[src/rtl/score_keeper.sv]
// Two-player guessing-game referee: collects one guess per player per round,
// judges them against a target, keeps saturating scores and ends the game
// once a player reaches WIN_SCORE. All outputs come straight from registers.
module score_keeper #(
  parameter int WIN_SCORE      = 3,
  parameter int TIMEOUT_CYCLES = 1000,
  parameter int SHOW_CYCLES    = 8
) (
  input  logic       clock,
  input  logic       reset,
  input  logic       start_pulse,
  input  logic       p1_load,
  input  logic       p2_load,
  input  logic [3:0] p1_value,
  input  logic [3:0] p2_value,
  input  logic [3:0] target,
  output logic [2:0] p1_score,
  output logic [2:0] p2_score,
  output logic [1:0] round_winner,
  output logic       game_over,
  output logic       waiting
);

  localparam logic [2:0]  WIN_Q     = 3'(WIN_SCORE);
  localparam logic [15:0] TO_LAST   = 16'(TIMEOUT_CYCLES - 1);
  localparam logic [15:0] SHOW_LAST = 16'(SHOW_CYCLES - 1);

  typedef enum logic [2:0] {
    IDLE,
    WAIT_GUESSES,
    JUDGE,
    SHOW,
    GAME_OVER
  } state_t;

  state_t      state_q;
  logic [15:0] cnt_q;
  logic        p1_flag_q, p2_flag_q;
  logic [3:0]  p1_val_q, p2_val_q;
  logic [2:0]  p1_score_q, p2_score_q;
  logic [1:0]  winner_q;
  logic        game_over_q, waiting_q;

  logic        p1_cap, p2_cap;
  logic        p1_flag_d, p2_flag_d;
  logic [3:0]  p1_dist, p2_dist;

  // |a - b| on 4-bit unsigned values; cannot exceed 15.
  function automatic logic [3:0] abs_diff(input logic [3:0] a, input logic [3:0] b);
    return (a >= b) ? (a - b) : (b - a);
  endfunction

  // Score +1, pinned at WIN_SCORE so it can never wrap.
  function automatic logic [2:0] sat_inc(input logic [2:0] s);
    return (s >= WIN_Q) ? WIN_Q : (s + 3'd1);
  endfunction

  // Guess capture: only the first load of each player in a round is taken,
  // and both players can be captured in the same cycle.
  always_comb begin
    p1_cap    = (state_q == WAIT_GUESSES) && p1_load && !p1_flag_q;
    p2_cap    = (state_q == WAIT_GUESSES) && p2_load && !p2_flag_q;
    p1_flag_d = p1_flag_q | p1_cap;
    p2_flag_d = p2_flag_q | p2_cap;
    p1_dist   = abs_diff(p1_val_q, target);
    p2_dist   = abs_diff(p2_val_q, target);
  end

  // Game FSM with registered outputs; one counter serves both the guess
  // timeout in WAIT_GUESSES and the display hold in SHOW.
  always_ff @(posedge clock or negedge reset) begin
    if (!reset) begin
      state_q     <= IDLE;
      cnt_q       <= '0;
      p1_flag_q   <= 1'b0;
      p2_flag_q   <= 1'b0;
      p1_val_q    <= '0;
      p2_val_q    <= '0;
      p1_score_q  <= '0;
      p2_score_q  <= '0;
      winner_q    <= 2'b00;
      game_over_q <= 1'b0;
      waiting_q   <= 1'b0;
    end else begin
      case (state_q)
        IDLE: begin
          if (start_pulse) begin
            state_q    <= WAIT_GUESSES;
            waiting_q  <= 1'b1;
            cnt_q      <= '0;
            p1_flag_q  <= 1'b0;
            p2_flag_q  <= 1'b0;
            p1_score_q <= '0;
            p2_score_q <= '0;
            winner_q   <= 2'b00;
          end
        end
        WAIT_GUESSES: begin
          if (p1_cap) p1_val_q <= p1_value;
          if (p2_cap) p2_val_q <= p2_value;
          p1_flag_q <= p1_flag_d;
          p2_flag_q <= p2_flag_d;
          cnt_q     <= cnt_q + 16'd1;
          // A guess landing in the final timeout cycle is already in the _d flags.
          if ((p1_flag_d && p2_flag_d) || (cnt_q == TO_LAST)) begin
            state_q   <= JUDGE;
            waiting_q <= 1'b0;
          end
        end
        JUDGE: begin
          state_q <= SHOW;
          cnt_q   <= '0;
          if (p1_flag_q && p2_flag_q) begin
            if (p1_dist < p2_dist) begin
              winner_q   <= 2'b01;
              p1_score_q <= sat_inc(p1_score_q);
            end else if (p2_dist < p1_dist) begin
              winner_q   <= 2'b10;
              p2_score_q <= sat_inc(p2_score_q);
            end else begin
              winner_q <= 2'b11;
            end
          end else if (p1_flag_q) begin
            // Timed out with only player 1 committed: distance is irrelevant.
            winner_q   <= 2'b01;
            p1_score_q <= sat_inc(p1_score_q);
          end else if (p2_flag_q) begin
            winner_q   <= 2'b10;
            p2_score_q <= sat_inc(p2_score_q);
          end else begin
            winner_q <= 2'b00;
          end
        end
        SHOW: begin
          cnt_q <= cnt_q + 16'd1;
          if (cnt_q == SHOW_LAST) begin
            if ((p1_score_q == WIN_Q) || (p2_score_q == WIN_Q)) begin
              state_q     <= GAME_OVER;
              game_over_q <= 1'b1;
            end else begin
              state_q   <= WAIT_GUESSES;
              waiting_q <= 1'b1;
              cnt_q     <= '0;
              p1_flag_q <= 1'b0;
              p2_flag_q <= 1'b0;
            end
          end
        end
        GAME_OVER: begin
          if (start_pulse) begin
            state_q     <= WAIT_GUESSES;
            game_over_q <= 1'b0;
            waiting_q   <= 1'b1;
            cnt_q       <= '0;
            p1_flag_q   <= 1'b0;
            p2_flag_q   <= 1'b0;
            p1_score_q  <= '0;
            p2_score_q  <= '0;
            winner_q    <= 2'b00;
          end
        end
        default: begin
          state_q <= IDLE;
        end
      endcase
    end
  end

  assign p1_score     = p1_score_q;
  assign p2_score     = p2_score_q;
  assign round_winner = winner_q;
  assign game_over    = game_over_q;
  assign waiting      = waiting_q;

endmodule

[config.mk]
export PLATFORM = sky130hd
export DESIGN_NAME = score_keeper
export DESIGN_NICKNAME = d
export VERILOG_FILES = /design/src/rtl/score_keeper.sv
export SDC_FILE = /design/constraint.sdc
export NUM_CORES = 1
export LEC_CHECK = 0
export ABC_AREA = 1
export CORE_ASPECT_RATIO = 1.75
export CORE_MARGIN = 4
export CORE_UTILIZATION = 62
export DETAILED_ROUTE_END_ITERATION = 10
export GPL_TIMING_DRIVEN = 0
export PLACE_DENSITY = 0.85
export SLEW_MARGIN = 25
export SYNTH_ARGS = -nofsm -noshare
export SYNTH_HDL_FRONTEND = slang
export SYNTH_SLANG_ARGS = --single-unit
[constraint.sdc]
create_clock -name clock -period 5.8 [get_ports clock]
set_input_delay 1.16 -clock clock [delete_from_list [all_inputs] [get_ports clock]]
set_output_delay 1.16 -clock clock [all_outputs]
set_load 0.05 [all_outputs]
---- Yosys cells after proc, flatten, opt, wreduce, memory -nomap -nowiden ----
Index checks and enable logic that the tools add are counted.
storage, ports and cells
  flip-flop bits (word level) ............. 39
  word-level logic and storage cells ...... 116
  bits of input ports ..................... 17
  output and inout bits ................... 10
cells by class
  order comparisons ....................... 6
  eq/ne operators ......................... 20
  multiplexer cells ....................... 44
  reduce and logical (&&, ||, !) cells .... 26
  add/sub/neg operators ................... 7
  bitwise logic cells ..................... 2
operator list
  cell                                                               number
  one-hot mux 16 bit (4 select lines)                                1
  2-to-1 mux 16 bit                                                  3
  2-to-1 mux 3 bit                                                   15
  != test 3 bit, second input constant                               6
  adder 16 x 1 -> 16 bit, second input constant                      1
  equality test 16 x 10 -> 1 bit, second input constant              1
  equality test 16 x 3 -> 1 bit, second input constant               1
  subtractor 4 bit                                                   4
  equality test 3 x 2 -> 1 bit, second input constant                4
  one-hot mux 3 bit (2 select lines)                                 2
  one-hot mux 3 bit (4 select lines)                                 1
  AND reduction 4 bit                                                3
  2-to-1 mux 1 bit                                                   10
  2-to-1 mux 2 bit                                                   5
  one-hot mux 1 bit (3 select lines)                                 3
  greater-or-equal comparator 4 bit                                  2
  less-than comparator 4 bit                                         2
  2-to-1 mux 4 bit                                                   2
  != test 2 bit, second input constant                               4
  AND reduction 2 bit                                                4
  adder 3 x 1 -> 3 bit, second input constant                        2
  greater-or-equal comparator 3 x 2 -> 1 bit, second input constant  2
  logical AND 1 bit                                                  6
  AND reduction 6 bit                                                1
  15 further kinds                                                   20

---- Depth between registers and ports, before layout ----
  depth after elaboration ................. 8
  gate-level depth with buffers ........... 18
  depth with buffers taken out ............ 18

---- Least setup slack after synthesis ----
Ideal clock, no wire load.
  kind .................................... input -> register
  start point ............................. in target[2]
  end point ............................... reg p2_score_q[0] (netlist: p2_score[0])
  arrival time ............................ 3,329 ps
  stages .................................. 14
  buffers on the path ..................... 1
  data required time ...................... 5,680 ps
  setup time .............................. 120 ps
  path slack .............................. 2,351 ps
  cells stage by stage .................... inv_1 > ha_1 > clkbuf_1 > nand3_1 > nand3_1 > a21oi_1 > o21ai_0 > ha_1 > a21oi_1 > o21ai_0 > o21ai_0 > nand2_1 > nand2_1 > nand2_1
on the way
  cells in the longest elaborated chain, start to end .. 5
  elaborated cells between the ends (all ways) .. 13
  those cells by class .................... add/sub (4); order compare (4); eq/ne (2); mux (2); reduce/logical (1)
ends and longest elaborated chain
  item                                                                          RTL line  RTL
  from (decl)                                                                   16        input logic [3:0] target,
  subtractor 4 bit / greater-or-equal comparator 4 bit (equally long branches)  50        return (a >= b) ? (a - b) : (b - a);
  2-to-1 mux 4 bit                                                              50
  less-than comparator 4 bit (on tied branches)                                 117, 114
  != test 3 bit (no line)                                                       --
  AND reduction 6 bit (no line) *                                               --
  to (signal assigned)                                                          119       p2_score_q <= sat_inc(p2_score_q);
  to (signal assigned)                                                          129       p2_score_q <= sat_inc(p2_score_q);
  to (decl)                                                                     40        logic [2:0] p1_score_q, p2_score_q;
Every way passes the cells marked *; elsewhere a longest branch is shown, timed or not.
A chain may end at the register's enable or synchronous reset.

---- Worst setup path after layout ----
  start point ............................. in target[1]
  end point ............................... reg p2_score_q[2] (netlist: p2_score[2])
Same word-level chain as after synthesis.

==> impl_results.md <==
- Synth Flop Type: dfrtp_1
- Arrival time at the worst endpoint: 4.41 ns
- Remaining antenna violation count: 0
- Fill cells: 357
- Main area contributors after synthesis: dfrtp_1 34%, nand2_1 12%, ha_1 10%
- Post-synthesis cell count: 385
- Cell variety after synth: 30
- Reg area: 976 µm²
- Clock Latency Late Sink: 0.29 ns
- Row count: 32
- Final std cells w/o fill: 471
- Vias: 2515
- CP Capture Type: flip-flop
- Largest net degree at the start of global routing: 25
- Async set or reset register ratio after synthesis: 100%
- Final setup fails: 0
- P_leak: 1.80 nW
- F_max: 0.237 GHz
- Share of the yosys chip area belonging to registers: 34.2%
- First-pass GRT wire length: 10800 µm
- Port Buf Inserts: 26
- Final period util: 72.9%
- Syn nets: 429
- CTS resizes: 0
- Vias in the first global route: 2599
- Starting density of the core: 64.2%
- TritonCTS clock tree: yes
- Kind of critical path: input port to flip-flop
- Yosys warning count: 0
- Max Slew Vio Count: 0
- Sw Pwr: 0.000127 W
- Setup Skew: 0.00655 ns
- H-tree levels: 2
- Die X: 59.3 µm
- Top-count cell post-synth: nand2_1
- Initial DRC count: 101
- CORE AREA: 4440 µm²
- Syn Std Cell Area: 2860 µm²
- Antenna diodes: 0
- Logic pwr share: 12.2%
- Die H: 97.8 µm
- CP max FO: 5
- Drt pass-1 iters: 4
- Hold Buf Count CTS: 0
- Post-CTS setup repair buffer count: 0
- Drt wl/cell: 13.1 µm
- Seq pwr share: 53.2%
- Peak VDD IR: 0.157 mV
- CTS Buf Count: 5
- Clk buf depth: 2
- Sw frac: 24.8%
- CP startpoint kind: input port
- EDFF count, synth: 0
- Drt via density: 5.34
- Area grow syn2layout: 15.0%
- Slew @ Worst Pin: 0.499 ns
- # DRC: 0
- Final GP Congestion: 0.936
- Min-Delay Path Class: flip-flop to flip-flop
- WP data required: 5.98 ns
- Yosys top cell by area: dfrtp_1
- Layout Nets: 463
- Max_cap viols: 0
- Min Tclk post-route: 4.23 ns
- CTS sink count: 39
- Synth top area share: 34.2%
- WHS: 0.481 ns
- GRT Util Overall: 23.6%
- List of most frequent post-synthesis cells: 93 x nand2_1, 64 x inv_1, 47 x nor2_1
- DRT Wirelength: 6180 µm
- Clock share of power: 34.6%
- GR Overflow Total: 0
- Run status: completed
- Seq cells post-synth: 39
- Final Hold Violating Endpoints: 0
- Initial antenna violation count: 0
- Worst rel slew slack: 66.6%
- Area occupied by multi-input gates: 1590 µm²
- Die area: 5800 µm²
- Clock root buffer: clkbuf_8
- P_int: 0.000385 W
- IO Count: 27
- Syn_area_per_cell: 7.42 µm²
- Pwr per Cell Area: 156 nW/µm²
- Layout cells sized above 1: 6.67%
- Placed Cells: 463
- Total Power: 0.000512 W
- Clock slew at reported path FFs: 0.08 ns
- RSZ-0062 raised after global routing: false
- Fin Setup TNS: 0 ns
- Post-DP HPWL: 5090 µm
power groups by stage:
| stage | registers (W) | clock network, W | logic [W] |
|---|---|---|---|
| after floorplan | 0.000279 | 0 | 0.0000327 |
| after global placement | 0.000278 | 0 | 0.0000592 |
| after detailed placement | 0.000278 | 0 | 0.0000628 |
| after CTS | 0.000272 | 0.000182 | 0.0000630 |
| after global routing | 0.000272 | 0.000194 | 0.0000704 |
| final | 0.000272 | 0.000177 | 0.0000623 |
layout by cell type, fill, tap and decap left out, drive strengths merged:
cell	netlist	final
o21bai	1	1
nand3b	7	7
buf	3	5
nor3	6	6
a31o	1	1
xnor2	1	1
clkdlybuf4s50	0	25
inv	66	66
o211ai	2	2
fa	4	4
dfrtp	39	39
nand3	27	27
xor2	12	12
mux2	2	2
clkinv	0	1
o2111ai	1	1
nand4	9	9
mux2i	2	2
nand2	95	95
ha	23	23
o21ai	13	13
clkbuf	1	8
a21oi	18	18
nor2	52	52
cells by family after synthesis:
| kind of cell | share of synthesized area, % |
|---|---|
| adder cells (fa/ha/maj) | 12.9 |
| multiplexers | 1.49 |
| XOR/XNOR | 3.99 |
| AND/OR/NAND/NOR | 30.1 |
| AO/OA/AOI/OAI | 7.36 |
| flip-flops | 34.2 |
| buffers and inverters | 9.99 |
critical path, stage by stage:
cell	delay [ns]
clkdlybuf4s50_1	0.62
inv_1	0.19
ha_1	0.36
nand2_1	0.07
o211ai_1	0.34
inv_1	0.10
nand2_1	0.08
nand2_1	0.06
xor2_1	0.14
ha_1	0.32
a21oi_1	0.16
o21ai_0	0.16
o21ai_0	0.36
nand2_1	0.16
nand2_1	0.08
nand2_1	0.06
per-layer routing:
metal  global-route usage, %  up-vias  share of wire (%)
met4                    11.2        0                4.0
met2                    43.6       42                 56
li1                        -     1279                  -
met1                    24.4     1176                 37
met5                       0        -                  0
met3                    3.57       18                2.7
stage by stage:
stage	setup slack, ns	utilization, %	area, µm²
global placement	1.26	71.5	3180
detailed placement	1.25	72.0	3200
floorplan	2.35	-	2860
CTS	1.53	73.9	3280
finish	1.57	73.9	3280
global route	1.23	73.9	3280
final timing paths:
| path | slack [ns] | depth (start not counted) | startpoint | endpoint |
|---|---|---|---|---|
| max | 1.57 | 16 | target[1] | p2_score[2] |
| min | 0.48 | 2 | round_winner[1] | round_winner[1] |
| max reg2reg | 2.72 | 17 | p1_val_q[0] | p2_score[2] |
| min reg2reg | 0.48 | 2 | round_winner[1] | round_winner[1] |
| max in group asynchronous | 4.54 | 2 | reset | cnt_q[0] |
| min in group asynchronous | 0.80 | 1 | reset | cnt_q[11] |
flip-flops by register name, summed over array words and instances, names as in the netlist:
register      flops
cnt_q            16
round_winner      2
p1_score          3
state_q           3
p1_val_q          4
p2_flag_q         1
p2_score          3
p1_flag_q         1
game_over         1
p2_val_q          4
waiting           1
area by class of cell:
cell class	count	area share [%]
Buffer	4	1.14
Clock buffer	7	2.32
Clock inverter	1	0.152
Inverter	66	7.55
Multi-Input combinational cell	276	48.6
Sequential cell	39	29.7
Tap cell	51	1.94
Timing Repair Buffer	27	8.61
(Power assumes the default switching activity.)
